File: src/rtl/fetch_prefetch_buffer.sv
// Instruction-fetch front end: owns the fetch PC, issues in-order word requests to a
// variable-latency instruction memory, buffers returned words with their PCs and hands
// them to the core over valid/ready. A redirect flushes everything and restarts fetch.
module fetch_prefetch_buffer #(
    parameter int unsigned DEPTH    = 4,
    parameter logic [31:0] RESET_PC = 32'h0000_0000
) (
    input  logic        clk_i,
    input  logic        rst_ni,
    output logic        req_valid_o,
    input  logic        req_ready_i,
    output logic [31:0] req_addr_o,
    input  logic        resp_valid_i,
    input  logic [31:0] resp_data_i,
    input  logic        redirect_valid_i,
    input  logic [31:0] redirect_pc_i,
    output logic        instr_valid_o,
    input  logic        instr_ready_i,
    output logic [31:0] instr_data_o,
    output logic [31:0] instr_pc_o
);

    localparam int unsigned PtrW = (DEPTH > 1) ? $clog2(DEPTH) : 1;
    localparam int unsigned CntW = $clog2(DEPTH + 1);
    localparam logic [CntW:0] DepthVal = (CntW + 1)'(DEPTH);

    logic [31:0]      fetch_pc_q, fetch_pc_d;
    logic [PtrW-1:0]  alloc_ptr_q, alloc_ptr_d;
    logic [PtrW-1:0]  fill_ptr_q, fill_ptr_d;
    logic [PtrW-1:0]  rd_ptr_q, rd_ptr_d;
    logic [CntW-1:0]  count_q, count_d;       // allocated entries (filled or not)
    logic [CntW-1:0]  out_q, out_d;           // allocated entries still awaiting data
    logic [CntW-1:0]  discard_q, discard_d;   // in-flight responses to throw away
    logic [DEPTH-1:0] filled_q, filled_d;

    logic [31:0] pc_mem   [DEPTH];
    logic [31:0] data_mem [DEPTH];

    logic [CntW:0] used;
    logic          accept;
    logic          resp_drop;
    logic          resp_fill;
    logic          head_valid;
    logic          pop;
    logic          unused_redirect_lo;

    assign unused_redirect_lo = ^redirect_pc_i[1:0];

    // Credit, handshakes and head-of-buffer outputs.
    always_comb begin
        used        = {1'b0, count_q} + {1'b0, discard_q};
        // Reset gating keeps the request line quiet while rst_ni is held low.
        req_valid_o = (used < DepthVal) && !redirect_valid_i && rst_ni;
        req_addr_o  = fetch_pc_q;
        accept      = req_valid_o && req_ready_i;
        resp_drop   = resp_valid_i && (discard_q != '0);
        // A response with nothing outstanding is ignored.
        resp_fill   = resp_valid_i && (discard_q == '0) && (out_q != '0);
        head_valid  = (count_q != '0) && filled_q[rd_ptr_q];
        pop         = head_valid && instr_ready_i && !redirect_valid_i;
        instr_valid_o = head_valid;
        instr_data_o  = head_valid ? data_mem[rd_ptr_q] : 32'h0;
        instr_pc_o    = head_valid ? pc_mem[rd_ptr_q] : 32'h0;
    end

    // Next-state: redirect overrides accept/fill/pop for the whole cycle.
    always_comb begin
        fetch_pc_d  = fetch_pc_q;
        alloc_ptr_d = alloc_ptr_q;
        fill_ptr_d  = fill_ptr_q;
        rd_ptr_d    = rd_ptr_q;
        count_d     = count_q;
        out_d       = out_q;
        discard_d   = discard_q;
        filled_d    = filled_q;
        if (redirect_valid_i) begin
            fetch_pc_d  = {redirect_pc_i[31:2], 2'b00};
            alloc_ptr_d = '0;
            fill_ptr_d  = '0;
            rd_ptr_d    = '0;
            count_d     = '0;
            out_d       = '0;
            filled_d    = '0;
            // Every unfilled entry becomes a discard; a response this cycle retires one.
            discard_d   = discard_q + out_q - CntW'(resp_drop || resp_fill);
        end else begin
            if (accept) begin
                fetch_pc_d            = fetch_pc_q + 32'd4;
                alloc_ptr_d           = alloc_ptr_q + 1'b1;
                filled_d[alloc_ptr_q] = 1'b0;
            end
            if (resp_drop) begin
                discard_d = discard_q - 1'b1;
            end
            if (resp_fill) begin
                filled_d[fill_ptr_q] = 1'b1;
                fill_ptr_d           = fill_ptr_q + 1'b1;
            end
            if (pop) begin
                rd_ptr_d = rd_ptr_q + 1'b1;
            end
            count_d = count_q + CntW'(accept) - CntW'(pop);
            out_d   = out_q + CntW'(accept) - CntW'(resp_fill);
        end
    end

    // Control state register with asynchronous reset.
    always_ff @(posedge clk_i or negedge rst_ni) begin
        if (!rst_ni) begin
            fetch_pc_q  <= RESET_PC;
            alloc_ptr_q <= '0;
            fill_ptr_q  <= '0;
            rd_ptr_q    <= '0;
            count_q     <= '0;
            out_q       <= '0;
            discard_q   <= '0;
            filled_q    <= '0;
        end else begin
            fetch_pc_q  <= fetch_pc_d;
            alloc_ptr_q <= alloc_ptr_d;
            fill_ptr_q  <= fill_ptr_d;
            rd_ptr_q    <= rd_ptr_d;
            count_q     <= count_d;
            out_q       <= out_d;
            discard_q   <= discard_d;
            filled_q    <= filled_d;
        end
    end

    // Entry payload storage; contents are only observed when the filled bit is set.
    always_ff @(posedge clk_i) begin
        if (accept) begin
            pc_mem[alloc_ptr_q] <= fetch_pc_q;
        end
        if (resp_fill && !redirect_valid_i) begin
            data_mem[fill_ptr_q] <= resp_data_i;
        end
    end

endmodule
File: config.mk
export PLATFORM = sky130hd
export DESIGN_NAME = fetch_prefetch_buffer
export DESIGN_NICKNAME = d
export VERILOG_FILES = /design/src/rtl/fetch_prefetch_buffer.sv
export SDC_FILE = /design/constraint.sdc
export NUM_CORES = 1
export LEC_CHECK = 0
export ABC_CLOCK_PERIOD_IN_PS = 3500
export BUFFER_PORTS_ARGS = -buffer_cell sky130_fd_sc_hd__buf_2
export CAP_MARGIN = 20
export CORE_MARGIN = 2
export CORE_UTILIZATION = 33
export CTS_CLUSTER_DIAMETER = 120
export DETAILED_ROUTE_END_ITERATION = 16
export PLACE_DENSITY = 0.62
export SYNTH_ARGS = -nofsm -noshare
export SYNTH_HDL_FRONTEND = slang
export SYNTH_SLANG_ARGS = --single-unit
File: constraint.sdc
create_clock -name clk_i -period 3.5 [get_ports clk_i]
set_input_delay 0.7 -clock clk_i [delete_from_list [all_inputs] [get_ports clk_i]]
set_output_delay 0.7 -clock clk_i [all_outputs]
set_load 0.01 [all_outputs]
Yosys cells after proc, flatten, opt, wreduce, memory -nomap -nowiden
Memory sizes are Yosys's and may differ from the RTL's. Cells that the tools add are included. W data, S select, Z words.

Flip-flop bits (word level): 51. RAM bits: 256. Output and inout port bits: 98. Word-level logic and storage cells: 81. Memories kept: 2.

Memories: data_mem (words 4, width 32, rd ports 1, clocked after memory_dff 0, write ports 1, line 37) `logic [31:0] data_mem [DEPTH];`; pc_mem (words 4, width 32, rd ports 1, clocked after memory_dff 0, write ports 1, line 36) `logic [31:0] pc_mem [DEPTH];`.

Add/sub/neg operators: 12. Magnitude comparators: 6. Mux-type cells: 28. Bitwise gates (word level): 3. Reductions and logical operators: 22.

Operators with widths (number): $mux W32 (4); $add A32 B3 Y32 const B (1); $mux W4 (4); $logic_and A1 B1 Y1 (12); $mux W2 (6); $mux W3 (4); $lt A2 B3 Y1 const B (3); $reduce_bool A3 Y1 (3); $sub A3 B1 Y3 (3); $reduce_bool A2 Y1 (4); $mux W1 (7); $add A2 B1 Y2 const B (3); $add A3 B1 Y3 (2); $add A3 B3 Y4 (1); $and A4 B4 Y4 (1); $demux W1 S2 (2); $ge A2 B1 Y1 const B (2); $lt A4 B3 Y1 const B (1); $not A4 Y4 (1); $or A4 B4 Y4 (1); $add A3 B3 Y3 (1); $logic_not A3 Y1 (1); $sub A3 B1 Y3 const B (1); $bmux W1 S2 (1); 2 further kinds (2).

Logic depth before layout (Yosys ltp)
Depth in word-level cells: 11. Gate-level depth with buffers: 14. Gate-level depth less buffers: 13.

Least setup slack after synthesis
Ideal clock, no wire load.

Path type: input to register. Start: input redirect_valid_i. End: register out_q[2]. Setup time: 0.132 ns. Arrival: 2.682 ns. Data required time: 3.368 ns. Slack: 0.686 ns. Cell stages on the path: 12. Path through: nor4b_2 and4_2 inv_1 buf_2 buf_2 ha_1 inv_1 ha_1 inv_1 fa_1 xnor2_1 nor2_1.

Longest elaborated chain between the ends: 7.

Ends and longest elaborated chain: start: declaration (line 15) `input logic redirect_valid_i,`; $logic_not A1 Y1 (line 53) `req_valid_o = (used < DepthVal) && !redirect_valid_i && rst_ni;`; $logic_and A1 B1 Y1 (2 in series) (line 53); $logic_and A1 B1 Y1 (line 55) `accept = req_valid_o && req_ready_i;`; $add A3 B1 Y3 (line 103) `out_d = out_q + CntW'(accept) - CntW'(resp_fill);`; $sub A3 B1 Y3 (line 103); $mux W3 * (line 76) `if (redirect_valid_i) begin`; named net out_d[2] (line 32) `logic [CntW-1:0] out_q, out_d;`; end signal: assignment (line 124) `out_q <= out_d;`; end: declaration (line 32).

Mark *: on every way through the listed nets, which the timed path passes. The rest lies on a longest branch. A chain may end at the register's enable or synchronous reset.

Worst setup path in the final report
Start: register rd_ptr_q[1]. End: output instr_data_o[14].

Longest elaborated chain between the ends: 4. Elaborated cells between the ends (all ways): 5.

Ends and longest elaborated chain: start: declaration (line 30) `logic [PtrW-1:0] rd_ptr_q, rd_ptr_d;`; start signal: assignment (line 122) `rd_ptr_q <= rd_ptr_d;`; $bmux W1 S2 (line 59) `head_valid = (count_q != '0) && filled_q[rd_ptr_q];`; $mux W1 (not written as such) (line 59); $logic_and A1 B1 Y1 (line 59); $mux W32 * (line 62) `instr_data_o = head_valid ? data_mem[rd_ptr_q] : 32'h0;`; end: declaration (line 19) `output logic [31:0] instr_data_o,`.

Mark *: on every way between the ends. The rest lies on a longest branch, timed or not. The select of a mux whose other input is x is not followed.

==> metrics.txt <==
Layout Nets=1007; Net Sw Frac=21.9%; # IOs=168; Core ar.=0.0374 mm^2; Worst-Margin Slew=0.722 ns; GR Util met2=23.4%; die area=0.0393 mm^2; CP Launch Type=flip-flop; PD cells=540 mW/mm^2; HPWL after detailed placement=17200 um; LEAKAGE=5.54 nW; status=finished, final reports clean; routed len/inst=19.1 um; setup TNS=0 ns; DR vias/cell=4.85; RSZ-0062 raised after global routing=no; H-tree depth=1; post-synthesis cell count=733; CP delay by family, top=flip-flops; Starting Density=33.3%; Crit Path Max Fanout=43; Num CTS Buffers=31; Placement Setup Slack=0.662 ns; CTS Buffer Depth=3; Comb pwr share=7.0%; site row count=71; Finished Core Util=40.3%; Worst-path clk slew=0.06 ns; Hold-fix buffers, CTS=0; GPL Wtd Cong=0.754; DR DRC count=0; first-pass GRT wire length=42300 um; Iter 0 DRT Violations=282; largest net degree at the start of global routing=66; layer with the highest usage=met2; most frequent cells in the layout=248 x edfxtp_1, 161 x buf_2, 65 x and2_1; Data arrival, critical path=2.42 ns; share of cells above drive strength 1=33.1%; worst skew pair latency=0.56 ns; CP Capture Type=primary output; clock power share=42.3%; CP bufs+invs=2; Yosys warnings=0; Worst R2R Start=discard_q[0]; worst vdd ir=0.304 mV; # setup viols final=0; worst path cell trace=mux4_2, o31a_2, buf_4, and2_1, buf_2; Area Growth Syn to Fin=21.1%; register area share after synthesis=69.7%; Rel. slew slack=51.7%; DRT Wirelength=27800 um; Fmax=321 MHz; Worst Path Required=2.80 ns; Buffers on Ports=161; EDFF count, synth=248; Final Power=8.14 mW; crit path time final=3.12 ns; R2R Setup Slk=0.65 ns; min-delay worst type=input pin to asynchronous set/reset pin; antenna violations before repair=3; CTS sink cnt=297; Critical Path Start=rd_ptr_q[1]; critical path class=flip-flop to primary output; vias in the first global route=7240; leading cell type in the layout, fill and taps excluded=edfxtp_1; max-slew violations=0; Final Cycle Share=89.1%; Congestion Overflow GR=0; Setup Buffers After CTS=0; FF+latch count, synth=297; total of max-cap violations=0; total track usage=14.1%; height of the chip=198 um; commonest register cell after synthesis=edfxtp_1; Final Hold Viols=0; switching pwr=1.79 mW; Post-Syn Area=0.0125 mm^2; share of total power in sequential cells=50.7%; Worst path max stage delay=0.60 ns; Area after DPL=0.0140 mm^2; cell area after layout=0.0151 mm^2; PostCTS Resize Cnt=0; final worst setup slack=0.381 ns; via count=7045; Avg Cell Area, Syn=17.0 um^2; Internal=6.35 mW; Unique masters post-synth=53; Async SR Flop Fraction=16.5%; Final ANT Viol Nets=0; Worst path slowest cell=dfrtp_4; CTS root buffer=clkbuf_16; CTS tree=built; die extent in x=198 um; worst clock skew=0.0182 ns; grt met3 use=2.21%; drt pass-1 iters=5; met1 Usage GRT=19.1%
## power by group through the flow
stage | logic (mW) | clock network, mW | registers, mW
after CTS | 0.576 | 3.52 | 4.13
after global routing | 0.644 | 3.67 | 4.15
after detailed placement | 0.574 | 0 | 4.20
after global placement | 0.565 | 0 | 4.19
final | 0.566 | 3.44 | 4.13
after floorplan | 0.347 | 0 | 4.17
## metal layers
layer  up-vias  part of all wire, %
met1      3636                   44
met4         0                  2.0
met3        39                  4.7
met5         -                    0
met2       173                   49
li1       3197                    -
## stage by stage
stage | hold slack, ns | instances
2_1_floorplan | 0.404 | 736
3_3_place_gp | 0.505 | 1392
3_5_place_dp | 0.516 | 1392
4_1_cts | 0.314 | 1450
5_1_grt | 0.335 | 1453
6_report | 0.307 | 1453
## cells by family (layout without fill, tap and decap cells)
group,count (synthesis),after routing,synth area share (%)
mux,69,69,11.9
xor+xnor,16,16,1.13
flops,297,297,69.7
simple gates,207,207,9.38
other cells,1,7,0.0301
compound gates,57,57,3.23
buf+inv,63,266,2.20
fa+ha+maj,23,23,2.49
## worst paths after layout
kind,to,depth (start not counted)
max in group asynchronous,rd_ptr_q[1],2
setup / recovery,instr_data_o[14],5
hold reg to reg,filled_q[3],2
hold / removal,req_addr_o[21],2
setup reg to reg,discard_q[2],13
min in group clk_i,req_addr_o[17],3
## cell usage after synthesis (all sizes together), types with 9 or more instances
cell type / n / area share [%]
and2: 69 / 3.5
inv: 23 / 0.69
edfxtp: 248 / 60
buf: 20 / 0.90
nand2: 36 / 1.1
a22oi: 9 / 0.54
clkbuf: 20 / 0.60
xnor2: 10 / 0.70
dfrtp: 49 / 9.8
mux4: 63 / 11
nor2: 23 / 0.71
nand4: 9 / 0.50
o21ai: 15 / 0.60
nand3: 28 / 1.2
ha: 20 / 2.0
nor2b: 9 / 0.45
## registers in the layout, indices dropped and copies added, names as in the netlist
name,cells
data_mem,128
pc_mem,120
req_addr_o,30
filled_q,4
count_q,3
discard_q,3
out_q,3
alloc_ptr_q,2
fill_ptr_q,2
rd_ptr_q,2
## cell type report
type,count,area [um^2]
antenna,3,7.51
inverter,23,86.3
fill,3408,22300
multi-input combinational,376,3520
clock buffer,38,832
timing repair buffer,185,1060
tap,511,639
clock inverter,20,246
sequential,297,8680
No activity file was read; power rests on OpenSTA's default activity.
